`config.mk`:
```
export PLATFORM = sky130hd
export DESIGN_NAME = sym_err_cnt
export DESIGN_NICKNAME = d
export VERILOG_FILES = /design/src/rtl/sym_err_cnt.sv
export SDC_FILE = /design/constraint.sdc
export NUM_CORES = 1
export LEC_CHECK = 0
export BUFFER_PORTS_ARGS = -buffer_cell sky130_fd_sc_hd__buf_2
export CAP_MARGIN = 5
export CORE_UTILIZATION = 33
export CTS_CLUSTER_DIAMETER = 60
export DETAILED_ROUTE_END_ITERATION = 7
export PLACE_DENSITY = 0.52
export SLEW_MARGIN = 40
export SYNTH_ARGS = -nofsm -noshare
export SYNTH_HDL_FRONTEND = slang
export SYNTH_SLANG_ARGS = --single-unit
```
`constraint.sdc`:
```
create_clock -name clk -period 3.9 [get_ports clk]
set_clock_uncertainty 0.15 [all_clocks]
set_input_delay 0.195 -clock clk [delete_from_list [all_inputs] [get_ports clk]]
set_output_delay 0.195 -clock clk [all_outputs]
set_load 0.005 [all_outputs]
```
`src/rtl/sym_err_cnt.sv`:
```
// sym_err_cnt: windowed symbol/bit error counter for a 4-ASK link with lock detection.
// Windows are delimited by clk_en-qualified hold pulses; counts latch and reload at each boundary.
module sym_err_cnt #(
    parameter int CNT_W    = 22,
    parameter int SKIP_WIN = 1,
    parameter int LOCK_THR = 0,
    parameter int LOCK_WIN = 2
) (
    input  logic             clk,
    input  logic             reset,
    input  logic             clk_en,
    input  logic             hold,
    input  logic [1:0]       rx_data,
    input  logic [1:0]       ref_data,
    output logic [CNT_W-1:0] sym_err,
    output logic [CNT_W:0]   bit_err,
    output logic [CNT_W-1:0] sym_total,
    output logic             err_valid,
    output logic             sat,
    output logic             lock,
    output logic [1:0]       state
);
    localparam int SK_W = SKIP_WIN > 0 ? $clog2(SKIP_WIN + 1) : 1;
    localparam int LC_W = LOCK_WIN > 0 ? $clog2(LOCK_WIN + 1) : 1;

    typedef enum logic [1:0] {IDLE = 2'd0, SKIP = 2'd1, COUNT = 2'd2, ILLEGAL = 2'd3} state_t;

    state_t           state_q, state_d;
    logic [SK_W-1:0]  skip_q, skip_d;
    logic [CNT_W-1:0] tot_acc_q, tot_acc_d, err_acc_q, err_acc_d;
    logic [CNT_W:0]   bit_acc_q, bit_acc_d;
    logic             sat_acc_q, sat_acc_d;
    logic [CNT_W-1:0] sym_err_q, sym_err_d, sym_total_q, sym_total_d;
    logic [CNT_W:0]   bit_err_q, bit_err_d;
    logic             sat_q, sat_d, err_valid_q, err_valid_d, lock_q, lock_d;
    logic [LC_W-1:0]  lock_cnt_q, lock_cnt_d;

    logic [1:0]       diff;
    logic [CNT_W:0]   tot_sum, err_sum;
    logic [CNT_W+1:0] bit_sum;
    logic [CNT_W-1:0] tot_new, err_new;
    logic [CNT_W:0]   bit_new;
    logic             ovf, good;

    // Accumulator values including the current symbol, clipped at all-ones.
    always_comb begin
        diff    = rx_data ^ ref_data;
        tot_sum = {1'b0, tot_acc_q} + (CNT_W+1)'(1);
        err_sum = {1'b0, err_acc_q} + (CNT_W+1)'(|diff);
        bit_sum = {1'b0, bit_acc_q} + (CNT_W+2)'(diff[0]) + (CNT_W+2)'(diff[1]);
        tot_new = tot_sum[CNT_W] ? '1 : tot_sum[CNT_W-1:0];
        err_new = err_sum[CNT_W] ? '1 : err_sum[CNT_W-1:0];
        bit_new = bit_sum[CNT_W+1] ? '1 : bit_sum[CNT_W:0];
        ovf     = sat_acc_q | tot_sum[CNT_W] | err_sum[CNT_W] | bit_sum[CNT_W+1];
        good    = (err_new <= CNT_W'(LOCK_THR)) && !ovf;
    end

    always_comb begin
        state_d     = state_q;
        skip_d      = skip_q;
        tot_acc_d   = tot_acc_q;
        err_acc_d   = err_acc_q;
        bit_acc_d   = bit_acc_q;
        sat_acc_d   = sat_acc_q;
        sym_err_d   = sym_err_q;
        bit_err_d   = bit_err_q;
        sym_total_d = sym_total_q;
        sat_d       = sat_q;
        lock_cnt_d  = lock_cnt_q;
        lock_d      = lock_q;
        err_valid_d = 1'b0;
        if (state_q == ILLEGAL) begin
            state_d = IDLE;
        end else if (clk_en) begin
            if (state_q == IDLE && hold) begin
                skip_d = '0;
                if (SKIP_WIN == 0) state_d = COUNT;
                else state_d = SKIP;
            end
            if (state_q == SKIP && hold) begin
                skip_d = skip_q + SK_W'(1);
                if (skip_q == SK_W'(SKIP_WIN - 1)) state_d = COUNT;
            end
            if (state_q == COUNT) begin
                tot_acc_d = hold ? '0 : tot_new;
                err_acc_d = hold ? '0 : err_new;
                bit_acc_d = hold ? '0 : bit_new;
                sat_acc_d = hold ? 1'b0 : ovf;
                if (hold) begin
                    sym_err_d   = err_new;
                    bit_err_d   = bit_new;
                    sym_total_d = tot_new;
                    sat_d       = ovf;
                    err_valid_d = 1'b1;
                    lock_cnt_d  = !good ? '0 :
                                  (lock_cnt_q == LC_W'(LOCK_WIN)) ? lock_cnt_q : lock_cnt_q + LC_W'(1);
                    lock_d      = lock_cnt_d == LC_W'(LOCK_WIN);
                end
            end
        end
    end

    always_ff @(posedge clk or negedge reset) begin
        if (!reset) begin
            state_q     <= IDLE;
            skip_q      <= '0;
            tot_acc_q   <= '0;
            err_acc_q   <= '0;
            bit_acc_q   <= '0;
            sat_acc_q   <= 1'b0;
            sym_err_q   <= '0;
            bit_err_q   <= '0;
            sym_total_q <= '0;
            sat_q       <= 1'b0;
            lock_cnt_q  <= '0;
            lock_q      <= 1'b0;
            err_valid_q <= 1'b0;
        end else begin
            state_q     <= state_d;
            skip_q      <= skip_d;
            tot_acc_q   <= tot_acc_d;
            err_acc_q   <= err_acc_d;
            bit_acc_q   <= bit_acc_d;
            sat_acc_q   <= sat_acc_d;
            sym_err_q   <= sym_err_d;
            bit_err_q   <= bit_err_d;
            sym_total_q <= sym_total_d;
            sat_q       <= sat_d;
            lock_cnt_q  <= lock_cnt_d;
            lock_q      <= lock_d;
            err_valid_q <= err_valid_d;
        end
    end

    assign sym_err   = sym_err_q;
    assign bit_err   = bit_err_q;
    assign sym_total = sym_total_q;
    assign err_valid = err_valid_q;
    assign sat       = sat_q;
    assign lock      = lock_q;
    assign state     = state_q;
endmodule

```
==> results by group <==
Hold path
  – Worst hold-check path type: in2reg
  – Min-delay src: clk_en

Yosys
  – Ys flop type: dfrtp_1
  – Library cells used by synthesis: 58
  – Syn Area/Cell: 9.25 µm²
  – Cell taking the most area after synthesis: dfrtp_1
  – Synth Instances: 815
  – Seq/Total Area, Yosys: 47.5%
  – Top area cells in the synthesized netlist: dfrtp_1, o22a_1, a21oi_1, nor2_1, a31oi_1
  – Cell area after synthesis: 0.00754 mm²
  – Asr flop ratio synth: 100%
  – Ys Warns: 0
  – Post-synth top area share: 47.5%
  – Post-synth EDFFs: 0
  – Syn Nets: 829
  – Synthesis-stage register bit count: 143

Floorplan
  – Initial core utilization: 34.1%
  – I/O pin cnt: 80
  – Chip width: 153 µm
  – Core area: 0.0221 mm²
  – Area of the die: 0.0234 mm²
  – Row count: 54
  – Die Y: 153 µm

Placement
  – DPL Wire Length: 13100 µm
  – Post-Place Cells: 1128
  – Final Wtd Congestion: 0.874
  – Number of port buffers: 79

Setup path
  – Critical Path End: lock_cnt_q[0]
  – R2R setup slack: 500 ps
  – R2R Path End: lock_cnt_q[0]
  – Crit-path max FO: 9
  – Worst R2R Start: err_acc_q[7]
  – Crit end category: flop
  – Setup CP Type: reg2reg
  – Worst path required time: 4050 ps
  – Reg2Reg Depth: 6
  – Setup crit start: err_acc_q[7]
  – Critical path arrival: 3550 ps
  – CP startpoint kind: flop

Global routing
  – First-pass GRT wire length: 32700 µm
  – Largest net degree at the start of global routing: 86
  – Antenna violations before repair: 0
  – Global route overflow: 0
  – Global-route usage over all layers: 17.5%
  – Vias in the first global route: 5951

Finish
  – Nets: 882
  – Share of cells above drive strength 1: 17.7%
  – Final cell count without fillers: 1161
  – ANT cells: 0
  – Area grow syn2layout: 17.3%

CTS
  – CTS tree: built
  – H-tree depth: 4
  – Number of clock sinks: 143
  – Clock buffer depth: 2
  – TritonCTS Buffers: 17
  – Root buffer cell: clkbuf_16
  – Setup bufs post-CTS: 0
  – Worst skew pair latency: 420 ps
  – Clock transition at path regs: 60 ps

Route
  – Drt wl/cell: 17.1 µm
  – Drt drc: 0
  – Antenna viol nets, final: 0
  – Via/cell ratio: 5.38
  – Detailed-route via count: 6242
  – DRT Pass-1 Iters: 4
  – Post-Route WL: 19900 µm
  – DRT iter0 DRCs: 363

Job
  – Max Cap Violations: 0

STA
  – Rel. slew slack: 50.2%
  – Minimum clock period: 3400 ps
  – Final period utilization: 87.1%
  – Fmax: 294 MHz
  – Final hold vios: 0
  – Slew @ Worst Pin: 741 ps
  – Max-slew violations: 0
  – Setup TNS: 0 ps
  – Setup violators final: 0
  – RSZ-0062 raised after global routing: false

Power and ir drop
  – Peak supply drop: 0.266 mV
  – Leakage power: 3.88 nW
  – PwrDens: 552 mW/mm²

Outcome
  – Status: finished clean
## worst min path at each step
stage | cells after the start | slack, ps | end
after floorplan | 0 | -250 | bit_acc_q[0]
after global placement | 1 | 180 | sym_err[1]
after detailed placement | 1 | -40 | sym_err[1]
after CTS | 4 | 10 | skip_q
after global routing | 4 | 60 | state[0]
final | 4 | 20 | skip_q
## worst max-delay path, cell delays in order (launching register included)
cell and delay [ps]:
dfrtp_1 540, nand4_4 240, nor4_1 550, mux2_1 390
or4b_1 480, or4_4 560, o41ai_1 380
## timing repair
action / CTS / global route
hold endpoints to repair: 143 / 0
resized for setup: 0 / 0
hold buffers: 1 / 0
## flip-flops by register name, indices dropped and copies added, names as in the netlist, 2 cells and up
signal      cells
bit_acc_q      23
bit_err        23
err_acc_q      22
lock_cnt_q      2
state           2
sym_err        22
sym_total      22
tot_acc_q      22
## cell usage in the layout (no fill, tap or decap), types with 4 or more instances in the layout
master / n
xnor2_1: 30
clkinv_2: 4
o21a_1: 6
mux2i_1: 4
nor2_1: 83
nand2_1: 66
a21oi_1: 77
nand2b_1: 5
a41oi_1: 7
a31oi_1: 49
nor4_1: 9
and2_1: 7
nor3_1: 12
nand4_1: 15
and3_1: 21
o21ai_0: 32
dfrtp_1: 143
buf_4: 18
ha_1: 5
and4_1: 5
nand3_1: 26
xor2_1: 19
o22a_1: 53
a31o_2: 10
buf_2: 78
nand3b_1: 4
inv_1: 12
clkbuf_16: 17
## layer usage
| layer | wire (µm) | up-vias | part of all wire (%) | track usage (%) |
|---|---|---|---|---|
| met1 | 9890 | 3037 | 50 | 24.8 |
| met4 | 173 | 0 | 0.87 | 4.43 |
| met3 | 659 | 13 | 3.3 | 3.49 |
| met5 | 0 | - | 0 | 0 |
| met2 | 9150 | 111 | 46 | 27.4 |
| li1 | - | 3081 | - | - |
## synth_stat cells, types with 2 or more instances
cell      instances
a211o_1           2
a21o_1            3
a21oi_1          77
a31o_2           10
a31oi_1          49
a41oi_1           7
and2_1            7
and3_1           21
and4_1            5
buf_1             4
buf_2             8
clkbuf_1         52
clkbuf_2          3
dfrtp_1         143
ha_1              5
inv_1            12
mux2i_1           4
nand2_1          66
nand2b_1          5
nand3_1          26
nand3b_1          4
nand4_1          15
nand4_4           3
nor2_1           84
nor3_1           13
nor4_1            9
o21a_1            6
o21ai_0          32
o21ai_1           2
o21bai_1          2
o22a_1           53
o31ai_1           2
o41ai_1           2
or2_2             3
or3_1             4
or4_1             3
xnor2_1          30
xor2_1           19
## logic make-up (layout without fill, tap and decap cells)
family	Yosys count	in the layout	share of synthesized area (%)
and+or+nand+nor	278	278	18.8
muxes	5	5	0.681
buffers and inverters	80	146	4.17
adders and majority gates	6	6	1.10
xor gates and xnor gates	49	49	5.69
AOI/OAI and AO/OA	254	254	22.1
DFF	143	143	47.5
## stage by stage
stage | power, mW | setup slack, ps | util (%) | area, µm² | hold WS, ps
after global routing | 5.21 | 238 | 40.0 | 8840 | 58.8
after CTS | 4.98 | 521 | 40.0 | 8840 | 11.9
after global placement | 3.24 | 366 | 37.1 | 8190 | 185
after floorplan | 2.69 | 443 | - | 7540 | -251
final | 4.88 | 502 | 40.0 | 8840 | 18.1
after detailed placement | 3.25 | 262 | 37.2 | 8230 | -40.7
## area by class of cell
class	count	area [µm²]
inverter	13	48.8
multi-input combinational	592	3650
sequential	143	3580
fill	2199	13300
clock buffer	19	443
timing repair buffer	101	606
clock inverter	13	160
tap	280	350
## power by group
group	internal, mW	total [mW]	switching, mW
sequential	1.85	2.09	0.242
clock	1.03	1.68	0.659
combinational	0.529	1.11	0.581
Power figures use the tool's default switching activity.
